`config.mk`:
```
export PLATFORM = sky130hd
export DESIGN_NAME = weight_mem_sequencer
export DESIGN_NICKNAME = d
export VERILOG_FILES = /design/src/rtl/weight_mem_pkg.sv /design/src/rtl/weight_mem_sequencer.sv
export SDC_FILE = /design/constraint.sdc
export NUM_CORES = 1
export LEC_CHECK = 0
export CAP_MARGIN = 20
export CORE_ASPECT_RATIO = 1.1
export CORE_MARGIN = 5
export CORE_UTILIZATION = 51
export DETAILED_ROUTE_END_ITERATION = 10
export MAX_ROUTING_LAYER = met4
export PLACE_DENSITY = 0.94
export SETUP_SLACK_MARGIN = 0.05
export SYNTH_ARGS = -nofsm -noshare
export SYNTH_HDL_FRONTEND = slang
export SYNTH_SLANG_ARGS = --single-unit
export TNS_END_PERCENT = 20
```
`constraint.sdc`:
```
create_clock -name clk -period 3.69 [get_ports clk]
set_clock_uncertainty 0.1 [all_clocks]
set_input_delay 0.738 -clock clk [delete_from_list [all_inputs] [get_ports clk]]
set_output_delay 0.738 -clock clk [all_outputs]
set_load 0.005 [all_outputs]
```
`src/rtl/weight_mem_pkg.sv`:
```
// Shared sizing and FSM encoding for the weight memory sequencer.
// Latency: n/a (types and constants only).
// Backpressure: n/a.
package weight_mem_pkg;

  localparam int DEPTH = 30;  // weight entries; must stay below 2**AW
  localparam int DW    = 9;   // signed weight width
  localparam int AW    = 5;   // memory address width

  typedef enum logic [2:0] {
    IDLE,
    LOAD,
    RD_REQ,
    RD_WAIT,
    RD_HOLD,
    FIN_ADDR,
    FIN_WAIT
  } state_t;

endpackage

```
`src/rtl/weight_mem_sequencer.sv`:
```
// Loads DEPTH weights into the weight memory, reads them back in order, then probes the finish flag.
// Latency: write lands one edge after the handshake; readback takes 3 clk min per weight, plus 1 clk before the first read.
// Backpressure: in_valid=0 stalls LOAD indefinitely; out_ready=0 holds out_valid/out_data stable in RD_HOLD.
module weight_mem_sequencer
  import weight_mem_pkg::*;
(
  input  logic          clk,
  input  logic          rst_n,
  input  logic          start,
  input  logic          in_valid,
  output logic          in_ready,
  input  logic [DW-1:0] in_data,
  output logic [AW-1:0] mem_address,
  output logic          mem_write,
  output logic          mem_read,
  output logic [DW-1:0] mem_datain,
  input  logic [DW-1:0] mem_dataout,
  input  logic          mem_finish,
  output logic          out_valid,
  input  logic          out_ready,
  output logic [DW-1:0] out_data,
  output logic [AW-1:0] out_index,
  output logic          busy,
  output logic          done,
  output logic          err
);

  localparam logic [AW-1:0] LAST_A  = AW'(DEPTH - 1);
  localparam logic [AW-1:0] DEPTH_A = AW'(DEPTH);

  state_t        r_state;
  state_t        w_next;
  logic [AW-1:0] r_wr_cnt;
  logic [AW-1:0] r_rd_cnt;
  logic [AW-1:0] r_addr;
  logic          r_write;
  logic [DW-1:0] r_datain;
  logic          r_out_valid;
  logic [DW-1:0] r_out_data;
  logic [AW-1:0] r_out_index;
  logic          r_err;
  logic          r_arm;      // blocks a start sampled on the first edge after reset release

  logic w_start_ok;
  logic w_in_hs;
  logic w_out_hs;
  logic w_rd_issue;

  assign w_start_ok = start & r_arm;
  assign w_in_hs    = (r_state == LOAD) & in_valid;
  assign w_out_hs   = (r_state == RD_HOLD) & r_out_valid & out_ready;
  // The last load beat is still being written during the first RD_REQ cycle;
  // the read waits one cycle so write and read strobes never overlap.
  assign w_rd_issue = (r_state == RD_REQ) & ~r_write;

  // State register.
  always_ff @(posedge clk or negedge rst_n) begin
    if (!rst_n) r_state <= IDLE;
    else        r_state <= w_next;
  end

  // Next-state logic and outputs decoded from registered state.
  always_comb begin
    w_next   = r_state;
    in_ready = 1'b0;
    busy     = 1'b1;
    done     = 1'b0;
    mem_read = w_rd_issue;
    case (r_state)
      IDLE: begin
        busy = 1'b0;
        if (w_start_ok) w_next = LOAD;
      end
      LOAD: begin
        in_ready = 1'b1;
        if (w_in_hs && (r_wr_cnt == LAST_A)) w_next = RD_REQ;
      end
      RD_REQ:   if (w_rd_issue) w_next = RD_WAIT;
      RD_WAIT:  w_next = RD_HOLD;
      RD_HOLD:  if (w_out_hs) w_next = (r_rd_cnt == LAST_A) ? FIN_ADDR : RD_REQ;
      FIN_ADDR: w_next = FIN_WAIT;
      FIN_WAIT: begin
        done   = 1'b1;
        w_next = IDLE;
      end
      default:  w_next = IDLE;
    endcase
  end

  // Counters, memory-side registers and the readback holding register.
  always_ff @(posedge clk or negedge rst_n) begin
    if (!rst_n) begin
      r_wr_cnt    <= '0;
      r_rd_cnt    <= '0;
      r_addr      <= '0;
      r_write     <= 1'b0;
      r_datain    <= '0;
      r_out_valid <= 1'b0;
      r_out_data  <= '0;
      r_out_index <= '0;
      r_err       <= 1'b0;
      r_arm       <= 1'b0;
    end else begin
      r_arm   <= 1'b1;
      r_write <= 1'b0;
      case (r_state)
        IDLE: begin
          if (w_start_ok) begin
            r_wr_cnt <= '0;
            r_err    <= 1'b0;
          end
        end
        LOAD: begin
          if (w_in_hs) begin
            r_write  <= 1'b1;
            r_addr   <= r_wr_cnt;
            r_datain <= in_data;
            r_wr_cnt <= r_wr_cnt + 1'b1;
            if (r_wr_cnt == LAST_A) r_rd_cnt <= '0;
          end
        end
        RD_REQ:  r_addr <= r_rd_cnt;
        RD_WAIT: begin
          r_out_data  <= mem_dataout;
          r_out_index <= r_rd_cnt;
          r_out_valid <= 1'b1;
        end
        RD_HOLD: begin
          if (w_out_hs) begin
            r_out_valid <= 1'b0;
            r_rd_cnt    <= r_rd_cnt + 1'b1;
            r_addr      <= (r_rd_cnt == LAST_A) ? DEPTH_A : (r_rd_cnt + 1'b1);
          end
        end
        FIN_WAIT: begin
          if (!mem_finish) r_err <= 1'b1;
          r_addr <= '0;
        end
        default: ;
      endcase
    end
  end

  assign mem_address = r_addr;
  assign mem_write   = r_write;
  assign mem_datain  = r_datain;
  assign out_valid   = r_out_valid;
  assign out_data    = r_out_data;
  assign out_index   = r_out_index;
  assign err         = r_err;

endmodule

```
==> results.py, run 1 <==
metrics = {
    "global_routing": {
        "grt_pass1_wl_microns": 8660,
        "grt_pass1_vias": 1809,
        "grt_usage_pct": 20.2,
        "grt_start_max_net_pins": 46,
        "overflow": 0,
        "antenna_found_initial": 0,
    },
    "timing": {
        "max_slew.worst_pin.slew_ns": 0.716,
        "setup_tns_ns": 0,
        "period_share_pct": 80.3,
        "hold_violations": 0,
        "setup_viol": 0,
        "fmax_ghz": 0.337,
        "rsz0062_at_grt": "false",
        "fin_ws_ns": 0.725,
        "relSlewSlack_pct": 52.1,
        "slew_violations": 0,
        "min_period_ns": 2.96,
    },
    "power_and_ir_drop": {
        "seq_power_share_pct": 40.0,
        "p_int_uw": 1480,
        "power.share.clock_pct": 16.9,
        "p_leak_uw": 0.00126,
        "pwr-share-comb_pct": 43.1,
        "swShare_pct": 36.0,
        "max-vdd-ir-drop_v": 0.000450,
        "power_density_nw_per_um2": 812,
        "p_sw_uw": 833,
    },
    "synthesis": {
        "seq_area_frac_synth_pct": 53.3,
        "ys_warn_count": 0,
        "synth-seq-cells": 45,
        "synth-async-reset-ratio_pct": 100,
        "synthFlopType": "dfrtp_1",
        "ys_types": 42,
        "synth_edf_count": 0,
        "syn_area_sq_um": 2110,
        "syn_avg_cell_area_sq_um": 9.92,
        "syn-num-nets": 241,
        "synthCells": 213,
    },
    "floorplanning": {
        "core_sq_um": 3990,
        "rows": 24,
        "ios": 59,
        "die-area_sq_um": 5530,
        "die_h_microns": 77.5,
        "initial_core_util_pct": 52.9,
        "die_w_microns": 71.4,
    },
    "place": {
        "port_buffers": 58,
        "routabilityCongestion": 0.821,
        "dpl_worst_slack_ns": 0.945,
        "hpwl_microns": 3640,
        "placed_area_sq_um": 2720,
    },
    "worst_setup_path": {
        "crit_type": "reg2out",
        "worstReg2RegEnd": "r_wr_cnt[3]",
        "cp-start-kind": "flip-flop",
        "critical-path-top-delay-family": "flip-flops",
        "r2r_slack_ns": 1.37,
        "cp.arrival_ns": 2.13,
        "worst_setup_path_end_kind": "output pin",
        "r2r_start": "r_state[1]",
        "cp_cell_sequence": "nor2b_1 -> nand2_1 -> inv_1 -> clkdlybuf4s50_1",
        "crit_path_max_incr_delay_ns": 0.65,
        "critical_path.max_fanout": 16,
        "critPathBufInv": 2,
        "cp_slowest_cell": "dfrtp_1",
        "r2r_cells": 6,
        "crit_required_ns": 2.85,
    },
    "clock_tree": {
        "insertion_delay_ns": 0.30,
        "clk_pin_slew_ns": 0.08,
        "postCtsHoldBufs": 0,
        "cts_buffers": 5,
        "cts-htree-levels": 2,
        "cts_buffer_depth": 2,
        "cts_tree": "yes",
        "postCtsSetupRepairBufs": 0,
        "ctsResizeCount": 0,
        "clock_sinks": 45,
        "root_buffer": "clkbuf_8",
    },
    "routing": {
        "dr.first_iter.drc_count": 108,
        "drc_errors": 0,
        "drt-total-wl_microns": 5270,
        "vias_per_cell": 5.57,
        "antenna_left": 0,
        "wl_per_cell_microns": 16.3,
        "drt_pass1_iterations": 4,
        "via_count": 1799,
    },
    "flow_run": {
        "cap_violations": 0,
    },
    "final_layout": {
        "nets": 298,
        "drive_gt1_share_pct": 9.59,
        "antenna_cells": 0,
        "fin_area_sq_um": 2850,
        "area_delta_synth_final_pct": 35.0,
        "postLayoutCoreUtil_pct": 71.4,
        "fillers": 267,
    },
    "status": {
        "status": "finished clean",
    },
    "worst_hold_path": {
        "min-delay-path-class": "in2async",
    },
}
[cells in the final DEF, fill, tap and decap left out, drive strengths merged, types with 2 or more instances in the layout]
cell type / synthesis / routed
ha: 4 / 4
a31oi: 5 / 5
o21ai: 17 / 17
nand3: 2 / 2
buf: 6 / 3
xor2: 3 / 3
a32oi: 3 / 3
dfrtp: 45 / 45
nor3b: 2 / 2
nand2: 45 / 45
nor2: 11 / 11
mux2: 11 / 11
a21oi: 4 / 4
and3: 2 / 2
clkbuf: 4 / 7
clkdlybuf4s50: 0 / 57
nor3: 2 / 2
nor4: 3 / 3
nand4: 4 / 4
inv: 14 / 14
a22oi: 2 / 2
xnor2: 2 / 2
nand2b: 2 / 2
o22ai: 2 / 2
o31ai: 2 / 2
nor2b: 2 / 2
[cell families after synthesis]
family | count (synthesis) | synth area share [%]
AO/OA/AOI/OAI | 41 | 13.1
XOR/XNOR | 5 | 2.07
buffers and inverters | 24 | 4.62
other | 1 | 0.177
adder cells (fa/ha/maj) | 4 | 2.37
flip-flops | 45 | 53.3
multiplexers | 12 | 6.34
AND/OR/NAND/NOR | 81 | 18.1
[worst register-to-register path, delay by kind of cell (launching register included)]
family / cells / cell delay [ns]
and+or+nand+nor: 3 / 0.75
DFF: 1 / 0.62
buffers and inverters: 2 / 0.57
xor gates and xnor gates: 1 / 0.16
[flip-flops by register name, summed over array words and instances (netlist names)]
register / flops
mem_datain: 9
r_rd_cnt: 5
mem_address: 5
r_wr_cnt: 5
out_index: 5
err: 1
out_valid: 1
mem_write: 1
r_arm: 1
r_state: 3
out_data: 9
[worst max path at each step]
| stage | start | end | slack (ns) | cells past startpoint |
|---|---|---|---|---|
| floorplan | in_valid | r_rd_cnt[1] | 1.71 | 4 |
| global placement | in_valid | r_wr_cnt[4] | 1.04 | 7 |
| detailed placement | in_valid | r_wr_cnt[3] | 0.95 | 7 |
| CTS | r_state[2] | done | 0.74 | 4 |
| global route | r_state[2] | done | 0.57 | 4 |
| finish | r_state[2] | done | 0.73 | 4 |
[routing by layer]
metal	part of all wire [%]	up-vias	track usage, %
li1	-	847	-
met1	43	882	25.4
met2	50	63	32.7
met3	6.0	7	5.04
met4	1.2	0	4.89
met5	0	-	-
[cell usage after synthesis, types with 3 or more instances]
cell type	instances	area, sq um
dfrtp_1	45	1130
nand2_1	45	169
o21ai_0	17	85.1
inv_1	13	48.8
nor2_1	11	41.3
mux2_2	10	113
buf_2	6	30.0
a31oi_1	5	31.3
clkbuf_1	4	15.0
ha_1	4	50.1
nand4_1	4	25.0
a21oi_1	3	15.0
a32oi_1	3	26.3
nor4_1	3	18.8
xor2_1	3	26.3
[power by group through the flow]
stage	Sequential, uW	Combinational [uW]	Clock, uW
after global routing	959	1110	413
after floorplan	851	551	0
after global placement	913	955	0
after detailed placement	923	984	0
after CTS	920	1000	390
final	927	999	390
[layout make-up]
class / count / area [sq um] / share of cell area, %
clock buffer: 7 / 86.3 / 3.03
inverter: 14 / 52.6 / 1.84
sequential: 45 / 1130 / 39.5
timing repair buffer: 60 / 603 / 21.1
multi-input combinational: 144 / 890 / 31.2
clock inverter: 1 / 30.0 / 1.05
tap: 52 / 65.1 / 2.28
[per-stage QoR]
stage | hold slack (ns) | total power, uW | cells
2_1_floorplan | 0.342 | 1400 | 213
3_3_place_gp | 0.360 | 1870 | 314
3_5_place_dp | 0.371 | 1910 | 314
4_1_cts | 0.389 | 2310 | 322
5_1_grt | 0.213 | 2480 | 323
6_report | 0.201 | 2320 | 323
(Power assumes the default switching activity.)
==> inputs of run 2 (changes only) <==
--- a/config.mk
+++ b/config.mk
@@ -8,10 +8,10 @@
 export CAP_MARGIN = 20
 export CORE_ASPECT_RATIO = 1.1
 export CORE_MARGIN = 5
-export CORE_UTILIZATION = 51
+export CORE_UTILIZATION = 47
 export DETAILED_ROUTE_END_ITERATION = 10
 export MAX_ROUTING_LAYER = met4
-export PLACE_DENSITY = 0.94
+export PLACE_DENSITY = 0.89
 export SETUP_SLACK_MARGIN = 0.05
 export SYNTH_ARGS = -nofsm -noshare
 export SYNTH_HDL_FRONTEND = slang
==> constraint.sdc (replaced) <==
create_clock -name clk -period 2.95 [get_ports clk]
set_clock_uncertainty 0.1 [all_clocks]
set_input_delay 0.59 -clock clk [delete_from_list [all_inputs] [get_ports clk]]
set_output_delay 0.59 -clock clk [all_outputs]
set_load 0.005 [all_outputs]
==> run 2 against run 1 <==
Net effect:
- sequential share of layout area is 0.38 points higher
- global-route usage is 1.2 points lower
- utilization is 6.0 points lower
- largest power group unchanged
- critical path type unchanged
- sequential cell count stayed put
- final cell count is 0.31% higher
- critical path depth stayed put
==> results.py, run 2 (synthesis results as in run 1) <==
metrics = {
    "global_routing": {
        "grt_start_max_net_pins": 46,
        "overflow": 0,
        "antenna_found_initial": 0,
        "grt_pass1_wl_microns": 8440,
        "grt_usage_pct": 19.0,
        "grt_pass1_vias": 1856,
    },
    "floorplanning": {
        "rows": 25,
        "core_sq_um": 4320,
        "die-area_sq_um": 5940,
        "ios": 59,
        "die_h_microns": 80.3,
        "initial_core_util_pct": 49.0,
        "die_w_microns": 73.9,
    },
    "place": {
        "routabilityCongestion": 0.881,
        "port_buffers": 58,
        "hpwl_microns": 3480,
    },
    "clock_tree": {
        "clk_pin_slew_ns": 0.08,
        "insertion_delay_ns": 0.30,
        "postCtsHoldBufs": 0,
        "cts_tree": "yes",
        "root_buffer": "clkbuf_8",
        "clock_sinks": 45,
        "postCtsSetupRepairBufs": 0,
        "ctsResizeCount": 0,
        "cts_buffers": 5,
        "cts_buffer_depth": 2,
        "cts-htree-levels": 2,
    },
    "routing": {
        "drt-total-wl_microns": 4870,
        "vias_per_cell": 5.44,
        "via_count": 1763,
        "drt_pass1_iterations": 4,
        "drc_errors": 0,
        "dr.first_iter.drc_count": 91,
        "wl_per_cell_microns": 15.0,
        "antenna_left": 0,
    },
    "worst_setup_path": {
        "cp-start-kind": "flip-flop",
        "critical_path.max_fanout": 16,
        "crit_path_max_incr_delay_ns": 0.61,
        "cp_cell_sequence": "nor2b_1 -> nand2_1 -> inv_1 -> clkdlybuf4s50_1",
        "crit_required_ns": 2.26,
        "crit_type": "reg2out",
        "cp_slowest_cell": "dfrtp_1",
        "worst_setup_path_end_kind": "output pin",
        "cp.arrival_ns": 2.06,
    },
    "power_and_ir_drop": {
        "max-vdd-ir-drop_v": 0.000488,
        "power_density_nw_per_um2": 974,
        "total_power_uw": 2750,
        "p_leak_uw": 0.00125,
    },
    "timing": {
        "rsz0062_at_grt": "false",
        "relSlewSlack_pct": 53.8,
        "fmax_ghz": 0.364,
        "slew_violations": 0,
        "period_share_pct": 93.1,
        "hold_violations": 0,
        "min_period_ns": 2.75,
        "setup_tns_ns": 0,
        "setup_viol": 0,
        "max_slew.worst_pin.slew_ns": 0.691,
    },
    "final_layout": {
        "layout_common_cells": "57 x clkdlybuf4s50_1, 45 x nand2_1, 45 x dfrtp_1",
        "nets": 298,
        "antenna_cells": 0,
        "drive_gt1_share_pct": 9.26,
        "area_delta_synth_final_pct": 33.7,
        "layout_commonest_cell": "clkdlybuf4s50_1",
    },
    "worst_hold_path": {
        "min-delay-path-class": "in2async",
    },
    "flow_run": {
        "cap_violations": 0,
    },
    "status": {
        "status": "finished clean",
    },
}
-- run 2: path summary, 6_finish.rpt --
path | from | endpoint | slack [ns] | cells after the start
max | r_state[2] | done | 0.20 | 4
min | rst_n | out_data[4] | 0.06 | 1
max reg2reg | r_state[1] | mem_address[0] | 0.83 | 3
min reg2reg | mem_datain[2] | mem_datain[2] | 0.38 | 2
max in group asynchronous | rst_n | r_wr_cnt[1] | 2.22 | 2
min in group clk | mem_datain[2] | mem_datain[2] | 0.38 | 2
-- run 2: through the flow --
stage,area (sq um),hold WS (ns),setup WS (ns),std cells,utilization (%)
after global routing,2830,0.0706,0.0755,324,65.4
after detailed placement,2720,0.362,0.516,316,63.0
after CTS,2810,0.385,0.205,323,65.0
final,2830,0.0617,0.203,324,65.4
after global placement,2720,0.358,0.563,316,63.0
after floorplan,2110,0.194,1.12,213,-
-- run 2: area by class of cell --
type / count / area (sq um)
fillers: 327 / 1490
flip-flops and latches: 45 / 1130
multi-input cells: 144 / 890
repair buffers: 60 / 603
clock buffers: 7 / 86.3
well taps: 54 / 67.6
inverters: 14 / 52.6
-- run 2: critical path, delay by kind of cell, from the launching register on --
family | cells | cell delay (ns)
simple gates | 2 | 0.57
flops | 1 | 0.61
buf+inv | 2 | 0.58
-- run 2: layer usage --
metal | global-route usage (%) | part of all wire (%)
met1 | 22.1 | 40
met2 | 30.0 | 50
met3 | 6.63 | 8.0
met4 | 7.43 | 2.0
met5 | - | 0
-- run 2: report_power, final --
group          switching (uW)  internal [uW]
Clock                     197            186
Combinational             529            699
Sequential                261            879
